### src/rtl/player_motion_controller.sv
// ============================================================================
// player_motion_controller: two-axis button-driven player position with
// arena clamping, blocking-ball contact and a bludger stun countdown.
// Revision: 1.0
// ============================================================================
`default_nettype none

module player_motion_controller #(
    parameter int PLAYER_RADIUS    = 25,
    parameter int BLOCK_RADIUS     = 25,
    parameter int BLOCK_MARGIN     = 2,
    parameter int INITIAL_X        = 320,
    parameter int INITIAL_Y        = 200,
    parameter int LEFT_BOUNDARY    = 0,
    parameter int RIGHT_BOUNDARY   = 639,
    parameter int TOP_BOUNDARY     = 0,
    parameter int BOT_BOUNDARY     = 479,
    parameter int STEP_PERIOD      = 200000,
    parameter int TICKS_PER_SECOND = 50000000,
    parameter int STUN_SECONDS     = 10
) (
    input  logic       clk,
    input  logic       rst,
    input  logic       bludged,
    input  logic       btn_up,
    input  logic       btn_down,
    input  logic       btn_left,
    input  logic       btn_right,
    input  logic [9:0] block_x,
    input  logic [9:0] block_y,
    output logic [9:0] pos_x,
    output logic [9:0] pos_y,
    output logic [3:0] stun_time,
    output logic       stun_done,
    output logic       moving
);

    localparam int STEP_W = (STEP_PERIOD > 2) ? $clog2(STEP_PERIOD) : 1;
    localparam int SEC_W  = (TICKS_PER_SECOND > 2) ? $clog2(TICKS_PER_SECOND) : 1;

    localparam logic [1:0] c_FREE    = 2'd0;
    localparam logic [1:0] c_STUNNED = 2'd1;
    localparam logic [1:0] c_EXPIRED = 2'd2;

    localparam logic [1:0] c_IDLE = 2'b00;
    localparam logic [1:0] c_NEG  = 2'b01;
    localparam logic [1:0] c_POS  = 2'b10;

    localparam logic [9:0]        c_X_MIN    = 10'(LEFT_BOUNDARY + PLAYER_RADIUS);
    localparam logic [9:0]        c_X_MAX    = 10'(RIGHT_BOUNDARY - PLAYER_RADIUS);
    localparam logic [9:0]        c_Y_MIN    = 10'(TOP_BOUNDARY + PLAYER_RADIUS);
    localparam logic [9:0]        c_Y_MAX    = 10'(BOT_BOUNDARY - PLAYER_RADIUS);
    localparam int                c_CDIST    = PLAYER_RADIUS + BLOCK_RADIUS + BLOCK_MARGIN;
    localparam logic [21:0]       c_CONTACT2 = 22'(c_CDIST * c_CDIST);
    localparam logic [3:0]        c_STUN     = 4'(STUN_SECONDS);
    localparam logic [STEP_W-1:0] c_STEP_TC  = STEP_W'(STEP_PERIOD - 1);
    localparam logic [SEC_W-1:0]  c_SEC_TC   = SEC_W'(TICKS_PER_SECOND - 1);

    logic [1:0]        state_q, state_d;
    logic [SEC_W-1:0]  sec_q, sec_d;
    logic [3:0]        stun_q, stun_d;
    logic              done_q, done_d;
    logic [9:0]        pos_x_q, pos_x_d, pos_y_q, pos_y_d;
    logic [STEP_W-1:0] cnt_x_q, cnt_x_d, cnt_y_q, cnt_y_d;
    logic [1:0]        dir_x_q, dir_y_q;
    logic              moving_q;

    logic              w_sec_tc;
    logic              w_frozen;
    logic [1:0]        w_dir_x, w_dir_y;
    logic [STEP_W-1:0] w_eff_x, w_eff_y;
    logic              w_tc_x, w_tc_y, w_ok_x, w_ok_y, w_step_x, w_step_y;
    logic signed [10:0] w_dx, w_dy;
    logic [10:0]       w_adx, w_ady;
    logic [21:0]       w_d2;
    logic              w_contact;

    // ---------------------------------------------------------------- state
    always_ff @(posedge clk) begin
        if (rst) begin
            state_q  <= c_FREE;
            sec_q    <= '0;
            stun_q   <= c_STUN;
            done_q   <= 1'b0;
            pos_x_q  <= 10'(INITIAL_X);
            pos_y_q  <= 10'(INITIAL_Y);
            cnt_x_q  <= '0;
            cnt_y_q  <= '0;
            dir_x_q  <= c_IDLE;
            dir_y_q  <= c_IDLE;
            moving_q <= 1'b0;
        end else begin
            state_q  <= state_d;
            sec_q    <= sec_d;
            stun_q   <= stun_d;
            done_q   <= done_d;
            pos_x_q  <= pos_x_d;
            pos_y_q  <= pos_y_d;
            cnt_x_q  <= cnt_x_d;
            cnt_y_q  <= cnt_y_d;
            dir_x_q  <= w_dir_x;
            dir_y_q  <= w_dir_y;
            moving_q <= w_step_x | w_step_y;
        end
    end

    assign w_sec_tc = (sec_q == c_SEC_TC);

    // ----------------------------------------------------------- next state
    always_comb begin
        state_d = state_q;
        case (state_q)
            c_FREE:    if (bludged) state_d = c_STUNNED;
            c_STUNNED: begin
                if (!bludged)                        state_d = c_FREE;
                else if (w_sec_tc && stun_q == 4'd1) state_d = c_EXPIRED;
            end
            c_EXPIRED: if (!bludged) state_d = c_FREE;
            default:   state_d = c_FREE;
        endcase
    end

    // ------------------------------------------------------ stun bookkeeping
    always_comb begin
        sec_d  = sec_q;
        stun_d = stun_q;
        done_d = done_q;
        case (state_q)
            c_STUNNED: begin
                if (!bludged) begin
                    sec_d  = '0;
                    stun_d = c_STUN;
                    done_d = 1'b0;
                end else if (w_sec_tc) begin
                    sec_d  = '0;
                    stun_d = stun_q - 4'd1;
                    done_d = (stun_q == 4'd1);
                end else begin
                    sec_d = sec_q + SEC_W'(1);
                end
            end
            c_EXPIRED: begin
                sec_d  = '0;
                stun_d = bludged ? stun_q : c_STUN;
                done_d = bludged;
            end
            default: begin
                sec_d  = '0;
                stun_d = c_STUN;
                done_d = 1'b0;
            end
        endcase
    end

    assign w_frozen = bludged || (state_q != c_FREE);

    // Opposing buttons cancel, leaving the axis idle.
    assign w_dir_x = (!btn_left && btn_right)  ? c_NEG :
                     (!btn_right && btn_left)  ? c_POS : c_IDLE;
    assign w_dir_y = (!btn_up && btn_down)     ? c_NEG :
                     (!btn_down && btn_up)     ? c_POS : c_IDLE;

    // ------------------------------------------------------- contact check
    assign w_dx      = signed'({1'b0, pos_x_q}) - signed'({1'b0, block_x});
    assign w_dy      = signed'({1'b0, pos_y_q}) - signed'({1'b0, block_y});
    assign w_adx     = w_dx[10] ? 11'(-w_dx) : 11'(w_dx);
    assign w_ady     = w_dy[10] ? 11'(-w_dy) : 11'(w_dy);
    assign w_d2      = (22'(w_adx) * 22'(w_adx)) + (22'(w_ady) * 22'(w_ady));
    assign w_contact = (w_d2 < c_CONTACT2);

    // ------------------------------------------------------- step timing
    // A direction change restarts the period as if it were a fresh press.
    always_comb begin
        w_eff_x = (w_dir_x != dir_x_q) ? '0 : cnt_x_q;
        w_eff_y = (w_dir_y != dir_y_q) ? '0 : cnt_y_q;
        w_tc_x  = !w_frozen && (w_dir_x != c_IDLE) && (w_eff_x == c_STEP_TC);
        w_tc_y  = !w_frozen && (w_dir_y != c_IDLE) && (w_eff_y == c_STEP_TC);
        cnt_x_d = (w_frozen || w_dir_x == c_IDLE || w_tc_x) ? '0 : w_eff_x + STEP_W'(1);
        cnt_y_d = (w_frozen || w_dir_y == c_IDLE || w_tc_y) ? '0 : w_eff_y + STEP_W'(1);

        if (w_dir_x == c_NEG)
            w_ok_x = (pos_x_q > c_X_MIN) && !(w_contact && pos_x_q >= block_x);
        else
            w_ok_x = (pos_x_q < c_X_MAX) && !(w_contact && pos_x_q <= block_x);
        if (w_dir_y == c_NEG)
            w_ok_y = (pos_y_q > c_Y_MIN) && !(w_contact && pos_y_q >= block_y);
        else
            w_ok_y = (pos_y_q < c_Y_MAX) && !(w_contact && pos_y_q <= block_y);

        w_step_x = w_tc_x && w_ok_x;
        w_step_y = w_tc_y && w_ok_y;

        pos_x_d = pos_x_q;
        pos_y_d = pos_y_q;
        if (w_step_x) pos_x_d = (w_dir_x == c_NEG) ? pos_x_q - 10'd1 : pos_x_q + 10'd1;
        if (w_step_y) pos_y_d = (w_dir_y == c_NEG) ? pos_y_q - 10'd1 : pos_y_q + 10'd1;
    end

    assign pos_x     = pos_x_q;
    assign pos_y     = pos_y_q;
    assign stun_time = stun_q;
    assign stun_done = done_q;
    assign moving    = moving_q;

endmodule

`default_nettype wire

### config.mk
export PLATFORM = sky130hd
export DESIGN_NAME = player_motion_controller
export DESIGN_NICKNAME = d
export VERILOG_FILES = /design/src/rtl/player_motion_controller.sv
export SDC_FILE = /design/constraint.sdc
export NUM_CORES = 1
export LEC_CHECK = 0
export CORE_ASPECT_RATIO = 0.9
export CORE_UTILIZATION = 60
export DETAILED_ROUTE_END_ITERATION = 7
export PLACE_DENSITY = 0.84
export SLEW_MARGIN = 20
export SYNTH_ARGS = -nofsm -noshare
export SYNTH_HDL_FRONTEND = slang
export SYNTH_SLANG_ARGS = --single-unit
### constraint.sdc
create_clock -name clk -period 11.65 [get_ports clk]
set_input_delay 1.165 -clock clk [delete_from_list [all_inputs] [get_ports clk]]
set_output_delay 1.165 -clock clk [all_outputs]
set_load 0.02 [all_outputs]
# Word level (Yosys, flattened, before mapping)
# Cells that the tools add are included.
# op_classes
n_addsub,13
n_mul,2
order_cmp,9
n_eq_ne,14
n_mux,24
n_bitwise,3
reduce_logical,44
# op_table
operator,n
multiplier 11 x 11 -> 22 bit,2
"adder 18 x 1 -> 18 bit, second input constant",2
"equality test 18 bit, second input constant",2
2-to-1 mux 18 bit,2
"adder 26 x 1 -> 26 bit, second input constant",1
"equality test 26 bit, second input constant",1
adder 22 bit,1
"less-than comparator 22 x 12 -> 1 bit, second input constant",1
2-to-1 mux 11 bit,2
negator 11 bit,2
subtractor 10 x 10 -> 11 bit,2
"adder 10 x 1 -> 10 bit, second input constant",2
>= comparator 10 bit,2
"greater-than comparator 10 x 5 -> 1 bit, second input constant",2
<= comparator 10 bit,2
2-to-1 mux 10 bit,2
"subtractor 10 x 1 -> 10 bit, second input constant",2
logical AND 1 bit,19
2-to-1 mux 2 bit,8
2-to-1 mux 4 bit,3
"less-than comparator 10 bit, second input constant",1
"less-than comparator 10 x 9 -> 1 bit, second input constant",1
zero test 1 bit,9
case mux 4 bit (2 select lines),1
19 further kinds,37
# word_totals
regBits,94
inputBits,27
output_inout_bits,26
word_cells,120

# Longest topological paths before layout
# depth
word_depth,12
mapped_depth,40

# Least setup slack after synthesis
# Ideal clock, no wire load.
# synth_path
kind,input port to flip-flop
start,input port block_x[0]
end,"register pos_x_q[3], in the netlist pos_x[3]"
arrival_time_ns,10.252
required_ns,11.522
setup_slack_ns,1.271
stages,36
n_path_buf,2
cell_sequence,ha_1 -> inv_1 -> fa_1 -> a211oi_1 -> or3_1 -> o211ai_1 -> xor2_1 -> or2_1 -> clkbuf_1 -> o21ai_0 -> xor2_1 -> nor2_1 -> fa_1 -> inv_1 -> fa_1 -> fa_1 -> inv_1 -> fa_1 -> fa_1 -> fa_1 -> inv_1 -> fa_1 -> inv_1 -> ha_1 -> a21o_1 -> a2111oi_0 -> o21ai_0 -> a221oi_1 -> o21a_1 -> xor2_1 -> nand2_1 -> a2111oi_4 -> a32oi_4 -> buf_6 -> mux2i_1 -> nor2_1
# synth_via
elab_chain_len,11
elab_cells_between_ends,16
# synth_lines
item,line_no,source
"start, declared",29,"input logic [9:0] block_x,"
subtractor 10 x 10 -> 11 bit,164,"assign w_dx = signed'({1'b0, pos_x_q}) - signed'({1'b0, block_x});"
negator 11 bit,166,assign w_adx = w_dx[10] ? 11'(-w_dx) : 11'(w_dx);
2-to-1 mux 11 bit,166,
multiplier 11 x 11 -> 22 bit,168,assign w_d2 = (22'(w_adx) * 22'(w_adx)) + (22'(w_ady) * 22'(w_ady));
adder 22 bit,168,
less-than comparator 22 x 12 -> 1 bit,169,assign w_contact = (w_d2 < c_CONTACT2);
"logical AND 1 bit, on equally long branches","184, 182",
"zero test 1 bit, on equally long branches","184, 182",
"logical AND 1 bit, on equally long branches","184, 182",
2-to-1 mux 1 bit *,181,if (w_dir_x == c_NEG)
logical AND 1 bit *,190,w_step_x = w_tc_x && w_ok_x;
"end signal, assigned",85,pos_x_q <= 10'(INITIAL_X);
"end signal, assigned",97,pos_x_q <= pos_x_d;
"end, declared",63,"logic [9:0] pos_x_q, pos_x_d, pos_y_q, pos_y_d;"
# Every way passes the cells marked *; elsewhere a longest branch is shown, timed or not.
# A chain may end at the register's enable or synchronous reset.

# Worst setup path after layout
# layout_path
start,input port block_x[0]
end,"register pos_y_q[7], in the netlist pos_y[7]"
# layout_via
elab_chain_len,11
elab_cells_between_ends,14
# layout_lines
item,line_no,source
subtractor 10 x 10 -> 11 bit *,164,
negator 11 bit,166,
2-to-1 mux 11 bit *,166,
multiplier 11 x 11 -> 22 bit *,168,
adder 22 bit *,168,
less-than comparator 22 x 12 -> 1 bit *,169,
"logical AND 1 bit, on equally long branches","188, 186",
"zero test 1 bit, on equally long branches","188, 186",
"logical AND 1 bit, on equally long branches","188, 186",
2-to-1 mux 1 bit *,185,if (w_dir_y == c_NEG)
logical AND 1 bit *,191,w_step_y = w_tc_y && w_ok_y;
"end signal, assigned",86,pos_y_q <= 10'(INITIAL_Y);
"end signal, assigned",98,pos_y_q <= pos_y_d;
"end, declared",63,
# Marked as above.

==> out/results.tsv <==
metric	value	unit
status	finished clean	
Worst Path Arrival	11.34	ns
CTS tree	built	
Placed Area	14400	um2
clock latency on the worst-skew pair	0.35	ns
Final GP Congestion	0.937	
relative slew slack	37.1	%
Final Util	67.9	%
WS Path Type	in2reg	
ys async rst share	0	%
area delta synth->final	10.4	%
crit share post-route	95.4	%
Detailed Place HPWL	24800	um
commonest non-fill, non-tap cell in the layout	inv_1	
TritonCTS Buffers	9	
most frequent cells in the layout	inv_1, nor2_1, fa_1	
antenna viol nets, final	0	
Synth Area in XOR/XNOR	8.73	%
boundary pin count	53	
hold crit path type	reg2reg	
mux cell area share after synthesis	0.894	%
Synth cell types	85	
clk slew on worst S/H paths	0.08	ns
die height	144	um
die width	160	um
Inserted Diodes	0	
root buf cell	clkbuf_16	
Tightest Pin Transition	0.931	ns
unrepaired setup endpoints after global routing	false	
share of layout cells above drive strength 1	4.83	%
initial antenna violation count	0	
pin count of the biggest net entering global routing	31	
Max Cap Violations	0	
synthesized area	13400	um2
CP Data Required Time	11.87	ns
Routed Wire Length	30200	um
Initial Util	61.5	%
row cnt	51	
cell mode on critical path	fa_1	
synth warn	0	
clock skew	0.00792	ns
first-iteration detailed-routing DRC count	562	
Post-Syn Instances	1598	
GRT Util Overall	27.5	%
post-synthesis simple-gate area fraction	18.3	%
Final nets	2005	
post-synthesis compound-gate area fraction	10.2	%
via count	10900	
syn avg cell area	8.40	um2
EDFF count, synth	0	
final hold vios	0	
FMAX	90.0	MHz
total core area	21800	um2
Design Area, Final	14800	um2
cts hold-fix bufs	0	
Worst setup SP type	input pin	
first-pass iteration count of the detailed router	5	
PortBufs	52	
maximum fanout along the worst path	9	
DIE AREA	23000	um2
CTS sink cnt	94	
Synth Area in Adders	37.8	%
drt wl/cell	15.4	um
minimum clock period	11.12	ns
# H-tree levels	3	
total overflow reported by the global router	0	
Setup Viol. Count Final	0	
CP peak stage delay	0.55	ns
Slew Viols, Final	0	
largest family of logic cells by synthesized area	adder cells	
Synth Flop Type	dfxtp_1	
sequential fraction of the synthesis area	14.0	%
CTS max path bufs	2	
Fillers	1778	
Worst setup EP type	flop	
Crit-path slowest cell	fa_1	
global-route wire length before repair	51000	um
vias per cell	5.56	
Remaining DRCs	0	
#FFs+latches synth	94	
vias in the first global route	11300	
-- worst paths after layout --
kind	start	endpoint	slack, ns	cells past startpoint
worst min register to register	sec_q[0]	sec_q[0]	0.47	1
worst max-delay path	block_x[0]	pos_y[7]	0.53	38
worst min-delay path	sec_q[0]	sec_q[0]	0.47	1
worst max register to register	pos_x[0]	pos_y[7]	1.34	38
-- worst max-delay path, delay by kind of cell --
family / cells / cell delay (ns)
buf+inv: 9 / 1.28
compound gates: 12 / 2.74
fa+ha+maj: 10 / 4.53
xor+xnor: 3 / 0.61
simple gates: 4 / 0.96
-- cell usage after synthesis (3+ instances only) --
cell       instances  area, um2
dfxtp_1           94       1880
o211a_1            3       30.0
nand3_1           40        200
clkbuf_1          22       82.6
xnor2_1           65        569
a2111oi_0          4       35.0
or2_2              9       56.3
o21bai_1          17        128
inv_1            326       1220
and3_1            11       68.8
a21oi_1           52        260
xor2_1            63        552
nor4_1            21        131
nor3b_1            5       37.5
o21ai_1            3       15.0
or4_1              3       22.5
o31ai_1            5       37.5
or3_1             11       68.8
a31oi_1            9       56.3
and2_1            11       68.8
o211ai_1           6       45.0
a21o_1            12       90.1
nor2b_1            7       43.8
and3b_1            3       26.3
nor2_1           174        653
o21ai_0           29        145
nand4_1           21        131
o21a_1             4       30.0
mux2i_1           12        120
nand2_1          118        443
ha_1             139       1740
a211o_1            4       35.0
nor3_1            26        130
nand2b_1          21        131
and4_1             4       35.0
nand3b_1           8       60.1
a211oi_1           9       67.6
fa_1             167       3340
-- sequential cells by signal, summed over array words and instances, names as in the netlist --
name / count
cnt_y_q: 18
state_q: 2
pos_y: 10
sec_q: 26
cnt_x_q: 18
dir_y_q: 2
moving: 1
dir_x_q: 2
stun_time: 4
pos_x: 10
stun_done: 1
-- routing by layer --
layer  vias up  GRT usage (%)  wire (um)
met4         0           8.81        690
li1       5278              -          -
met5         -              0          0
met2       313           49.4      15200
met1      5292           33.9      12400
met3        52           4.10       1940
-- through the flow --
stage          cells  TNS (ns)  setup slack, ns  hold slack, ns
2_1_floorplan   1610         0             1.27           0.430
3_3_place_gp    1948         0            0.260           0.446
3_5_place_dp    1948    -0.472          -0.0565           0.452
4_1_cts         1964         0            0.172           0.470
5_1_grt         1968         0           0.0454           0.496
6_report        1968         0            0.535           0.466
-- cell type report --
class	instances	area [um2]	share of cell area, %
clock inverter	7	97.6	0.658
inverter	328	1230	8.31
tap	291	364	2.46
sequential	94	1880	12.7
clock buffer	9	225	1.52
timing repair buffer	77	706	4.76
multi-input combinational	1162	10300	69.6
-- kinds of logic (layout without fill, tap and decap cells) --
group | after synthesis | count (layout)
and+or+nand+nor | 507 | 507
buffers and inverters | 355 | 421
adders and majority gates | 306 | 306
AOI/OAI and AO/OA | 192 | 193
xor gates and xnor gates | 130 | 130
DFF | 94 | 94
muxes | 12 | 12
other | 2 | 14
-- what timing repair did --
action,in CTS,in global routing
buffers inserted,0,3
gates resized for setup,0,14
endpoints found under the setup margin,0,21
Power is left out: the tool's default activity adds up to more than one toggle a clock period on the data nets, which glitch-free logic cannot reach.
